[config.mk]
export PLATFORM = sky130hd
export DESIGN_NAME = eval_sched_flat
export DESIGN_NICKNAME = d
export VERILOG_FILES = /design/src/rtl/eval_sched_pkg.sv /design/src/rtl/eval_sched_if.sv /design/src/rtl/rr_arb2.sv /design/src/rtl/eval_sched.sv /design/src/flat_wrapper.sv
export SDC_FILE = /design/constraint.sdc
export NUM_CORES = 1
export LEC_CHECK = 0
export CORE_MARGIN = 8
export CORE_UTILIZATION = 38
export DETAILED_ROUTE_END_ITERATION = 10
export PLACE_DENSITY = 0.75
export SLEW_MARGIN = 15
export SYNTH_ARGS = -nofsm -noshare
export SYNTH_HDL_FRONTEND = slang
export SYNTH_SLANG_ARGS = --single-unit
export TNS_END_PERCENT = 5
[constraint.sdc]
create_clock -name clk -period 1.18 [get_ports clk]
set_input_delay 0.236 -clock clk [delete_from_list [all_inputs] [get_ports clk]]
set_output_delay 0.236 -clock clk [all_outputs]
set_load 0.05 [all_outputs]
[src/rtl/eval_sched_pkg.sv]
// Shared types and default parameters for the eval datapath scheduler.
package eval_sched_pkg;

    localparam int ID_W          = 1;
    localparam int DEF_LAT       = 2;
    localparam int DEF_IDLE_GATE = 4;

    typedef logic [1:0] state_t;

    localparam state_t S_GATED  = 2'd0;
    localparam state_t S_WAKE   = 2'd1;
    localparam state_t S_ACTIVE = 2'd2;
    localparam state_t S_DRAIN  = 2'd3;

    typedef struct packed {
        logic            valid;
        logic [ID_W-1:0] id;
    } trk_entry_t;

endpackage

[src/rtl/eval_sched_if.sv]
// Requester, datapath and response signals of the eval scheduler.
interface eval_sched_if
    import eval_sched_pkg::*;
#(
    parameter int DATA_W = 8
);
    logic              req0_valid;
    logic              req0_ready;
    logic [DATA_W-1:0] req0_a;
    logic [DATA_W-1:0] req0_b;
    logic              req1_valid;
    logic              req1_ready;
    logic [DATA_W-1:0] req1_a;
    logic [DATA_W-1:0] req1_b;
    logic [DATA_W-1:0] dp_data_in1;
    logic [DATA_W-1:0] dp_data_in2;
    logic              dp_kernel_enable;
    logic [DATA_W-1:0] dp_result;
    logic              rsp_valid;
    logic [ID_W-1:0]   rsp_id;
    logic [DATA_W-1:0] rsp_data;

    // Master plays both requesters and the datapath.
    modport master (
        output req0_valid, req0_a, req0_b, req1_valid, req1_a, req1_b, dp_result,
        input  req0_ready, req1_ready, dp_data_in1, dp_data_in2, dp_kernel_enable,
        input  rsp_valid, rsp_id, rsp_data
    );

    modport slave (
        input  req0_valid, req0_a, req0_b, req1_valid, req1_a, req1_b, dp_result,
        output req0_ready, req1_ready, dp_data_in1, dp_data_in2, dp_kernel_enable,
        output rsp_valid, rsp_id, rsp_data
    );
endinterface

[src/rtl/rr_arb2.sv]
// Combinational two-way round-robin grant; the last-grant pointer lives in the caller.
module rr_arb2 (
    input  logic [1:0] valid,
    input  logic       ptr,
    input  logic       en,
    output logic [1:0] gnt
);
    // ptr is the id granted last, so on contention the other requester wins.
    assign gnt[0] = en & valid[0] & (~valid[1] | ptr);
    assign gnt[1] = en & valid[1] & (~valid[0] | ~ptr);
endmodule

[src/rtl/eval_sched.sv]
// Round-robin issue, in-flight tracking and kernel clock gating for the eval datapath.
// Optional grant/gated-cycle statistics are built when EVAL_SCHED_STATS_EN is defined.
module eval_sched
    import eval_sched_pkg::*;
#(
    parameter int DATA_W    = 8,
    parameter int LAT       = DEF_LAT,
    parameter int IDLE_GATE = DEF_IDLE_GATE
) (
    input  logic         clk,
    input  logic         rst_n,
    eval_sched_if.slave  bus
`ifdef EVAL_SCHED_STATS_EN
    ,
    output logic [15:0]  stat_grant0,
    output logic [15:0]  stat_grant1,
    output logic [15:0]  stat_gated_cycles
`endif
);

    state_t            state_q, state_d;
    logic [3:0]        idle_q, idle_d;
    logic              ptr_q;
    logic              en_q;
    logic [1:0]        gnt;
    logic              any_req, any_gnt, arb_en, busy;
    trk_entry_t        trk_q [LAT+1];
    logic [DATA_W-1:0] op1_p0, op2_p0;
    logic [DATA_W-1:0] rsp_data_p1;

    assign any_req = bus.req0_valid | bus.req1_valid;
    assign arb_en  = (state_q == S_ACTIVE) || (state_q == S_DRAIN);
    assign any_gnt = |gnt;

    rr_arb2 u_arb (
        .valid ({bus.req1_valid, bus.req0_valid}),
        .ptr   (ptr_q),
        .en    (arb_en),
        .gnt   (gnt)
    );

    assign bus.req0_ready       = gnt[0];
    assign bus.req1_ready       = gnt[1];
    assign bus.dp_kernel_enable = en_q;
    assign bus.dp_data_in1      = op1_p0;
    assign bus.dp_data_in2      = op2_p0;
    assign bus.rsp_valid        = trk_q[LAT].valid;
    assign bus.rsp_id           = trk_q[LAT].id;
    assign bus.rsp_data         = rsp_data_p1;

    // The tail entry is the response stage, so the datapath is idle once it alone is valid.
    always_comb begin
        busy = 1'b0;
        for (int i = 0; i < LAT; i++) busy = busy | trk_q[i].valid;
    end

    always_comb begin
        state_d = state_q;
        idle_d  = idle_q;
        case (state_q)
            S_GATED:  if (any_req) state_d = S_WAKE;
            S_WAKE:   state_d = S_ACTIVE;
            S_ACTIVE: if (!any_req) state_d = S_DRAIN;
            S_DRAIN: begin
                if (any_req) begin
                    state_d = S_ACTIVE;
                end else if (!busy) begin
                    if (idle_q == 4'(IDLE_GATE - 1)) begin
                        state_d = S_GATED;
                        idle_d  = '0;
                    end else begin
                        idle_d = idle_q + 4'd1;
                    end
                end
            end
            default:  state_d = S_GATED;
        endcase
        if (any_gnt) idle_d = '0;
    end

    always_ff @(posedge clk or negedge rst_n) begin
        if (!rst_n) begin
            state_q <= S_GATED;
            idle_q  <= '0;
            ptr_q   <= 1'b1;
            en_q    <= 1'b0;
        end else begin
            state_q <= state_d;
            idle_q  <= idle_d;
            en_q    <= (state_d != S_GATED);
            if (any_gnt) ptr_q <= gnt[1];
        end
    end

    // Issue stage: operands for the datapath.
    always_ff @(posedge clk or negedge rst_n) begin
        if (!rst_n) begin
            op1_p0 <= '0;
            op2_p0 <= '0;
        end else if (any_gnt) begin
            op1_p0 <= gnt[1] ? bus.req1_a : bus.req0_a;
            op2_p0 <= gnt[1] ? bus.req1_b : bus.req0_b;
        end
    end

    // In-flight tracker and response stage.
    always_ff @(posedge clk or negedge rst_n) begin
        if (!rst_n) begin
            for (int i = 0; i <= LAT; i++) trk_q[i] <= '0;
            rsp_data_p1 <= '0;
        end else if (en_q) begin
            trk_q[0].valid <= any_gnt;
            trk_q[0].id    <= gnt[1];
            for (int i = 1; i <= LAT; i++) trk_q[i] <= trk_q[i-1];
            if (trk_q[LAT-1].valid) rsp_data_p1 <= bus.dp_result;
        end
    end

`ifdef EVAL_SCHED_STATS_EN
    function automatic logic [15:0] sat_inc(input logic [15:0] v);
        return (v == 16'hFFFF) ? v : v + 16'd1;
    endfunction

    always_ff @(posedge clk or negedge rst_n) begin
        if (!rst_n) begin
            stat_grant0       <= '0;
            stat_grant1       <= '0;
            stat_gated_cycles <= '0;
        end else begin
            if (gnt[0])              stat_grant0       <= sat_inc(stat_grant0);
            if (gnt[1])              stat_grant1       <= sat_inc(stat_grant1);
            if (state_q == S_GATED)  stat_gated_cycles <= sat_inc(stat_gated_cycles);
        end
    end
`endif

endmodule

[src/flat_wrapper.sv]
// flat-port wrapper written by rule: the top's interface ports become plain ports
module eval_sched_flat import eval_sched_pkg::*;
#(
    parameter int DATA_W    = 8,
    parameter int LAT       = DEF_LAT,
    parameter int IDLE_GATE = DEF_IDLE_GATE
)
  (clk, rst_n, bus_req0_valid, bus_req0_a, bus_req0_b, bus_req1_valid, bus_req1_a, bus_req1_b, bus_dp_result, bus_req0_ready, bus_req1_ready, bus_dp_data_in1, bus_dp_data_in2, bus_dp_kernel_enable, bus_rsp_valid, bus_rsp_id, bus_rsp_data);
  eval_sched_if #(.DATA_W(DATA_W)) bus_i ();
  input  logic clk;
  input  logic rst_n;
  input wire logic [$bits(bus_i.req0_valid)-1:0] bus_req0_valid;
  input wire logic [$bits(bus_i.req0_a)-1:0] bus_req0_a;
  input wire logic [$bits(bus_i.req0_b)-1:0] bus_req0_b;
  input wire logic [$bits(bus_i.req1_valid)-1:0] bus_req1_valid;
  input wire logic [$bits(bus_i.req1_a)-1:0] bus_req1_a;
  input wire logic [$bits(bus_i.req1_b)-1:0] bus_req1_b;
  input wire logic [$bits(bus_i.dp_result)-1:0] bus_dp_result;
  output wire logic [$bits(bus_i.req0_ready)-1:0] bus_req0_ready;
  output wire logic [$bits(bus_i.req1_ready)-1:0] bus_req1_ready;
  output wire logic [$bits(bus_i.dp_data_in1)-1:0] bus_dp_data_in1;
  output wire logic [$bits(bus_i.dp_data_in2)-1:0] bus_dp_data_in2;
  output wire logic [$bits(bus_i.dp_kernel_enable)-1:0] bus_dp_kernel_enable;
  output wire logic [$bits(bus_i.rsp_valid)-1:0] bus_rsp_valid;
  output wire logic [$bits(bus_i.rsp_id)-1:0] bus_rsp_id;
  output wire logic [$bits(bus_i.rsp_data)-1:0] bus_rsp_data;
  assign bus_i.req0_valid = bus_req0_valid;
  assign bus_i.req0_a = bus_req0_a;
  assign bus_i.req0_b = bus_req0_b;
  assign bus_i.req1_valid = bus_req1_valid;
  assign bus_i.req1_a = bus_req1_a;
  assign bus_i.req1_b = bus_req1_b;
  assign bus_i.dp_result = bus_dp_result;
  assign bus_req0_ready = bus_i.req0_ready;
  assign bus_req1_ready = bus_i.req1_ready;
  assign bus_dp_data_in1 = bus_i.dp_data_in1;
  assign bus_dp_data_in2 = bus_i.dp_data_in2;
  assign bus_dp_kernel_enable = bus_i.dp_kernel_enable;
  assign bus_rsp_valid = bus_i.rsp_valid;
  assign bus_rsp_id = bus_i.rsp_id;
  assign bus_rsp_data = bus_i.rsp_data;
  eval_sched #(.DATA_W(DATA_W), .LAT(LAT), .IDLE_GATE(IDLE_GATE)) u_core (.clk(clk), .rst_n(rst_n), .bus(bus_i));
endmodule
Word-level counts from Yosys, hierarchy flattened. Cells that the tools add are included.

Register bits after elaboration: 38. Logic and storage cells: 51.

Add/sub/neg operators: 1. Equality and inequality tests: 6. Muxes and demuxes: 13. Bitwise logic cells: 11. Reductions and logical operators: 7.

Operators by type and width (number): 4-bit two-way mux (5); 8-bit two-way mux (2); 2-bit two-way mux (5); 2-bit case mux with 4 select lines (1); 4-bit by 1-bit adder with 4-bit output, second input constant (1); 1-bit bitwise AND (4); 2-bit equality test, second input constant (2); 4-bit by 2-bit equality test with 1-bit output, second input constant (1); 1-bit OR (4); 2-bit nonzero test (2); 1-bit inverter (3); 3-bit AND reduction (1); 2-bit by 1-bit equality test with 1-bit output, second input constant (1); 2-bit logical NOT (1); 2-bit by 1-bit != test with 1-bit output, second input constant (1); 2-bit != test, second input constant (1); 2-bit AND reduction (1); 2-bit OR reduction (1); 1-bit logical OR (1).

Logic depth before layout (Yosys ltp).
Depth in word-level cells: 7. Depth in mapped cells: 5. Mapped depth without buffers: 4.

By module. From an unflattened synthesis, not the netlist that was laid out.

Cell total of the unflattened synthesis: 149. Area total of the unflattened synthesis: 1665.3 sq um.

Modules (own cells, without submodules): eval_sched (instances 1, cells an instance 144, area an instance 1644.1 sq um); rr_arb2 (instances 1, cells an instance 5, area an instance 21.3 sq um).

Worst setup path before layout. No wires, ideal clock.

Path kind: reg2out. From: register u_core.state_q[1]. To: output bus_req0_ready. Arrival time: 1.361 ns. Required time: 0.944 ns. Path slack: -0.417 ns. Stages on the path, launching flop included: 5. Path through: dfrtp_1 -> buf_2 -> buf_2 -> nand2_1 -> nor2_1.

Word-level cells in the longest chain between the ends: 4. Elaborated cells on any way between the ends: 5. Those cells by class: eq/ne (2); bitwise (2); reduce/logical (1).

Ends and longest elaborated chain: start, declared (RTL line eval_sched.sv:21) `state_t state_q, state_d;`; start signal, assigned (RTL line eval_sched.sv:88) `state_q <= state_d;`; 2-bit equality test (RTL line eval_sched.sv:32) `assign arb_en = (state_q == S_ACTIVE) || (state_q == S_DRAIN);`; 1-bit logical OR (*) (RTL line eval_sched.sv:32); 1-bit bitwise AND (*) (2 in series) (RTL line rr_arb2.sv:9) `assign gnt[0] = en & valid[0] & (~valid[1] | ptr);`; end, declared (RTL line flat_wrapper.sv:19) `output wire logic [$bits(bus_i.req0_ready)-1:0] bus_req0_ready;`.

Every way passes the cells marked *; elsewhere a longest branch is shown, timed or not.

Worst setup path after layout.
From: register u_core.ptr_q. To: output bus_req1_ready.

Word-level cells in the longest chain between the ends: 3.

Ends and longest elaborated chain: start, declared (RTL line eval_sched.sv:23) `logic ptr_q;`; start signal, assigned (RTL line eval_sched.sv:91) `if (any_gnt) ptr_q <= gnt[1];`; 1-bit inverter (RTL line rr_arb2.sv:10) `assign gnt[1] = en & valid[1] & (~valid[0] | ~ptr);`; 1-bit OR (RTL line rr_arb2.sv:10); 1-bit bitwise AND (RTL line rr_arb2.sv:10); end, declared (RTL line flat_wrapper.sv:20) `output wire logic [$bits(bus_i.req1_ready)-1:0] bus_req1_ready;`.

No other way between the ends.

==> run metrics <==
Yosys cell types=35; Worst Path Max Fanout=3; final hold vios=0; Post-Synthesis Cells=around 170; final non-filler cell total=317; initial antenna violation count=0; Fillers=approximately 290; R2R Setup Slk=-0.17 ns; clock transition at the registers of the reported paths=0.07 ns; crit end category=output pin; Num Clock Sinks=38; failing checks=negative setup slack; # nets final=309; Hold/Removal Path Class=in2async; full die area=~7000 um2; Synth Warn #=0; DRT Pass-1 Iters=4; Pint=around 2.8 mW; Rows=24; crit path cell chain=a21boi_4, and2_4, buf_12; Placed Instances=slightly above 300; area leader, netlist=dfrtp_1; CP max-delay cell=dfstp_2; Most used DFF post-synth=dfrtp_1; Seq cells post-synth=38; CTS tree=built; critical path launch point type=flop; vias in the first global route=approximately 1700; DRC=0; Placed Area=roughly 3000 um2; Worst-Skew Late Latency=0.29 ns; number of flops mapped to enable cells by yosys=0; worst endpoint data arrival time=1.25 ns; peak ir drop on the vdd network=0.0006861 V; Multi-input gate area=827.0 um2; NetSw=1.203 mW; Syn Nets=211; Power Dens Cells=between 1000 and 1500 nW/um2; Clock Skew=0.008731 ns; total power=approximately 4.0 mW; fraction of layout cells with a size suffix above 1=0.4113; Combinational Power Share=0.329; dominant cells by area after synthesis=dfrtp_1, mux2_2, o21ai_0; total leakage power=1.381 nW; RePlAce Congestion=between 0.7 and 0.8; Detail Route Antenna Nets=0; total track usage=0.1491; endpoints failing setup=26; Final Slew Violations=0; total CTS buffers=5; slowest stage delay, CP=0.59 ns; Seq/Total Area, Yosys=0.5436; placed wire-length estimate=3.860 mm; Post-Route WL=5.240 mm; Via-to-Cell Ratio=about 5.1; Clock Root Buffer=clkbuf_8; status=finished with violations; via count=approximately 1600; Tightest Pin Transition=0.3231 ns; Hold Slack=about 0.37 ns; Sequential Power Share=0.385; Die X=approximately 84 um; relative slew slack=0.7846; first-pass GRT wire length=8.687 mm; post-synthesis cell area=approximately 1800 um2; RSZ-0062 raised after global routing=yes; f_max=0.6750 GHz; Net Sw Frac=0.3010; final setup margin=-0.3016 ns; Synth async-reset ratio=1.000; syn_area_per_cell=10.55 um2; clock network fraction of design power=0.286; most numerous cell in the Yosys netlist=dfrtp_1; CORE AREA=4384 um2; GRT Residual Overflow=0; clk buf depth=2; CTS H-Tree Depth=2; largest net degree at the start of global routing=18; Post-Place Setup Slack=-0.4805 ns; Die Span Y=roughly 84 um; Avg WL per Cell=16.53 um; Worst EP required=0.94 ns; buffers added on ports=72; type of the worst setup path=reg2out; Syn-to-layout area delta=85.07%; # diodes=0; commonest cells in the synthesized netlist=dfrtp_1, o21ai_0, nand2_1; Final Critical Period=around 1.5 ns; sequential cell area=around 950 um2; IO Pins=73; 1st-iter DRT viols=110; design area=3242 um2; Initial Util=0.3995; max cap viols=0; Synth top area share=0.5286; Tcrit/Tclk final=1.256
[layout by cell type (no fill, tap or decap), types with 2 or more instances in the layout]
master,count
a21oi_1,13
a21oi_2,5
a22o_1,2
buf_12,31
buf_4,23
buf_6,3
clkbuf_8,6
clkdlybuf4s50_1,40
dfrtp_1,35
dfrtp_2,2
dlygate4sd2_1,2
mux2_2,13
nand2_1,17
nand3_1,3
nor2_1,4
nor2_4,2
nor3b_2,3
o21ai_0,13
o21ai_1,18
o21ai_2,3
or3b_4,2
[critical path: cells and delay by family (launching register included)]
| family | cells | cell delay [ns] |
|---|---|---|
| DFF | 1 | 0.59 |
| and+or+nand+nor | 1 | 0.15 |
| AOI/OAI and AO/OA | 1 | 0.07 |
| buffers and inverters | 1 | 0.14 |
[kinds of logic after synthesis]
kind of cell | Yosys count | share of synthesized area
compound gates | 61 | 0.2000
buf+inv | 12 | 0.03928
simple gates | 40 | 0.1207
fa+ha+maj | 1 | 0.007142
mux | 14 | 0.08929
flops | 38 | 0.5436
[through the flow]
step / util / TNS, ns
detailed placement: 0.6824 / -11.23
CTS: 0.7303 / -1.867
global route: 0.7394 / -4.764
floorplan: - / -0.5823
finish: 0.7394 / -3.240
global placement: 0.6824 / -9.909
[path summary, 6_finish.rpt]
path	start	endpoint	cells after the start
min in group clk	u_core.trk_q[2]$_DFFE_PN0P_	u_core.bus.rsp_id$_DFFE_PN0P_	1
min	rst_n	u_core.bus.rsp_id$_DFFE_PN0P_	2
max in group asynchronous	rst_n	u_core.ptr_q$_DFFE_PN1N_	3
max reg2reg	u_core.ptr_q$_DFFE_PN1N_	u_core.bus.dp_data_in2[1]$_DFFE_PN0N_	5
min reg2reg	u_core.trk_q[2]$_DFFE_PN0P_	u_core.bus.rsp_id$_DFFE_PN0P_	1
max	u_core.ptr_q$_DFFE_PN1N_	bus_req1_ready	3
[timing repair]
action	4_1_cts	5_1_grt
resized for setup	32	10
hold buffers	1	0
pin swaps	6	3
buffers inserted	3	1
setup endpoints to repair	28	29
hold endpoints to repair	10	0
[per-layer routing]
layer / track usage / vias to the layer above / part of all wire / routed length [um]
met3: 0.06641 / 6 / 0.075 / 392
li1: - / 782 / - / -
met5: 0 / - / 0 / 0
met4: 0.03611 / 0 / 0.015 / 79
met2: 0.2568 / 52 / 0.51 / 2662
met1: 0.1624 / 768 / 0.40 / 2105
[registers in the layout, summed over array words and instances, names as in the netlist]
| name | cells |
|---|---|
| u_core.ptr_q | 1 |
| u_core.bus.dp_kernel_enable | 1 |
| u_core.bus.rsp_data | 8 |
| u_core.bus.rsp_valid | 1 |
| u_core.bus.dp_data_in1 | 8 |
| u_core.bus.dp_data_in2 | 8 |
| u_core.bus.rsp_id | 1 |
| u_core.trk_q | 4 |
| u_core.idle_q | 4 |
| u_core.state_q | 2 |
[cell type report]
| type | instances | area share |
|---|---|---|
| Clock buffer | 7 | 0.02663 |
| Clock inverter | 1 | 0.009263 |
| Inverter | 1 | 0.001158 |
| Multi-Input combinational cell | 116 | 0.2551 |
| Sequential cell | 38 | 0.2945 |
| Tap cell | 52 | 0.02007 |
| Timing Repair Buffer | 102 | 0.3933 |
[power groups by stage]
stage                     Sequential (mW)  Clock, mW  Combinational, mW
after floorplan                      1.84          0              0.231
final                                1.54       1.14               1.31
after detailed placement             1.56          0               1.27
after CTS                            1.54       1.16               1.31
after global placement               1.56          0               1.25
after global routing                 1.55       1.23               1.38
Note: power is estimated with default switching activity, not from simulation.
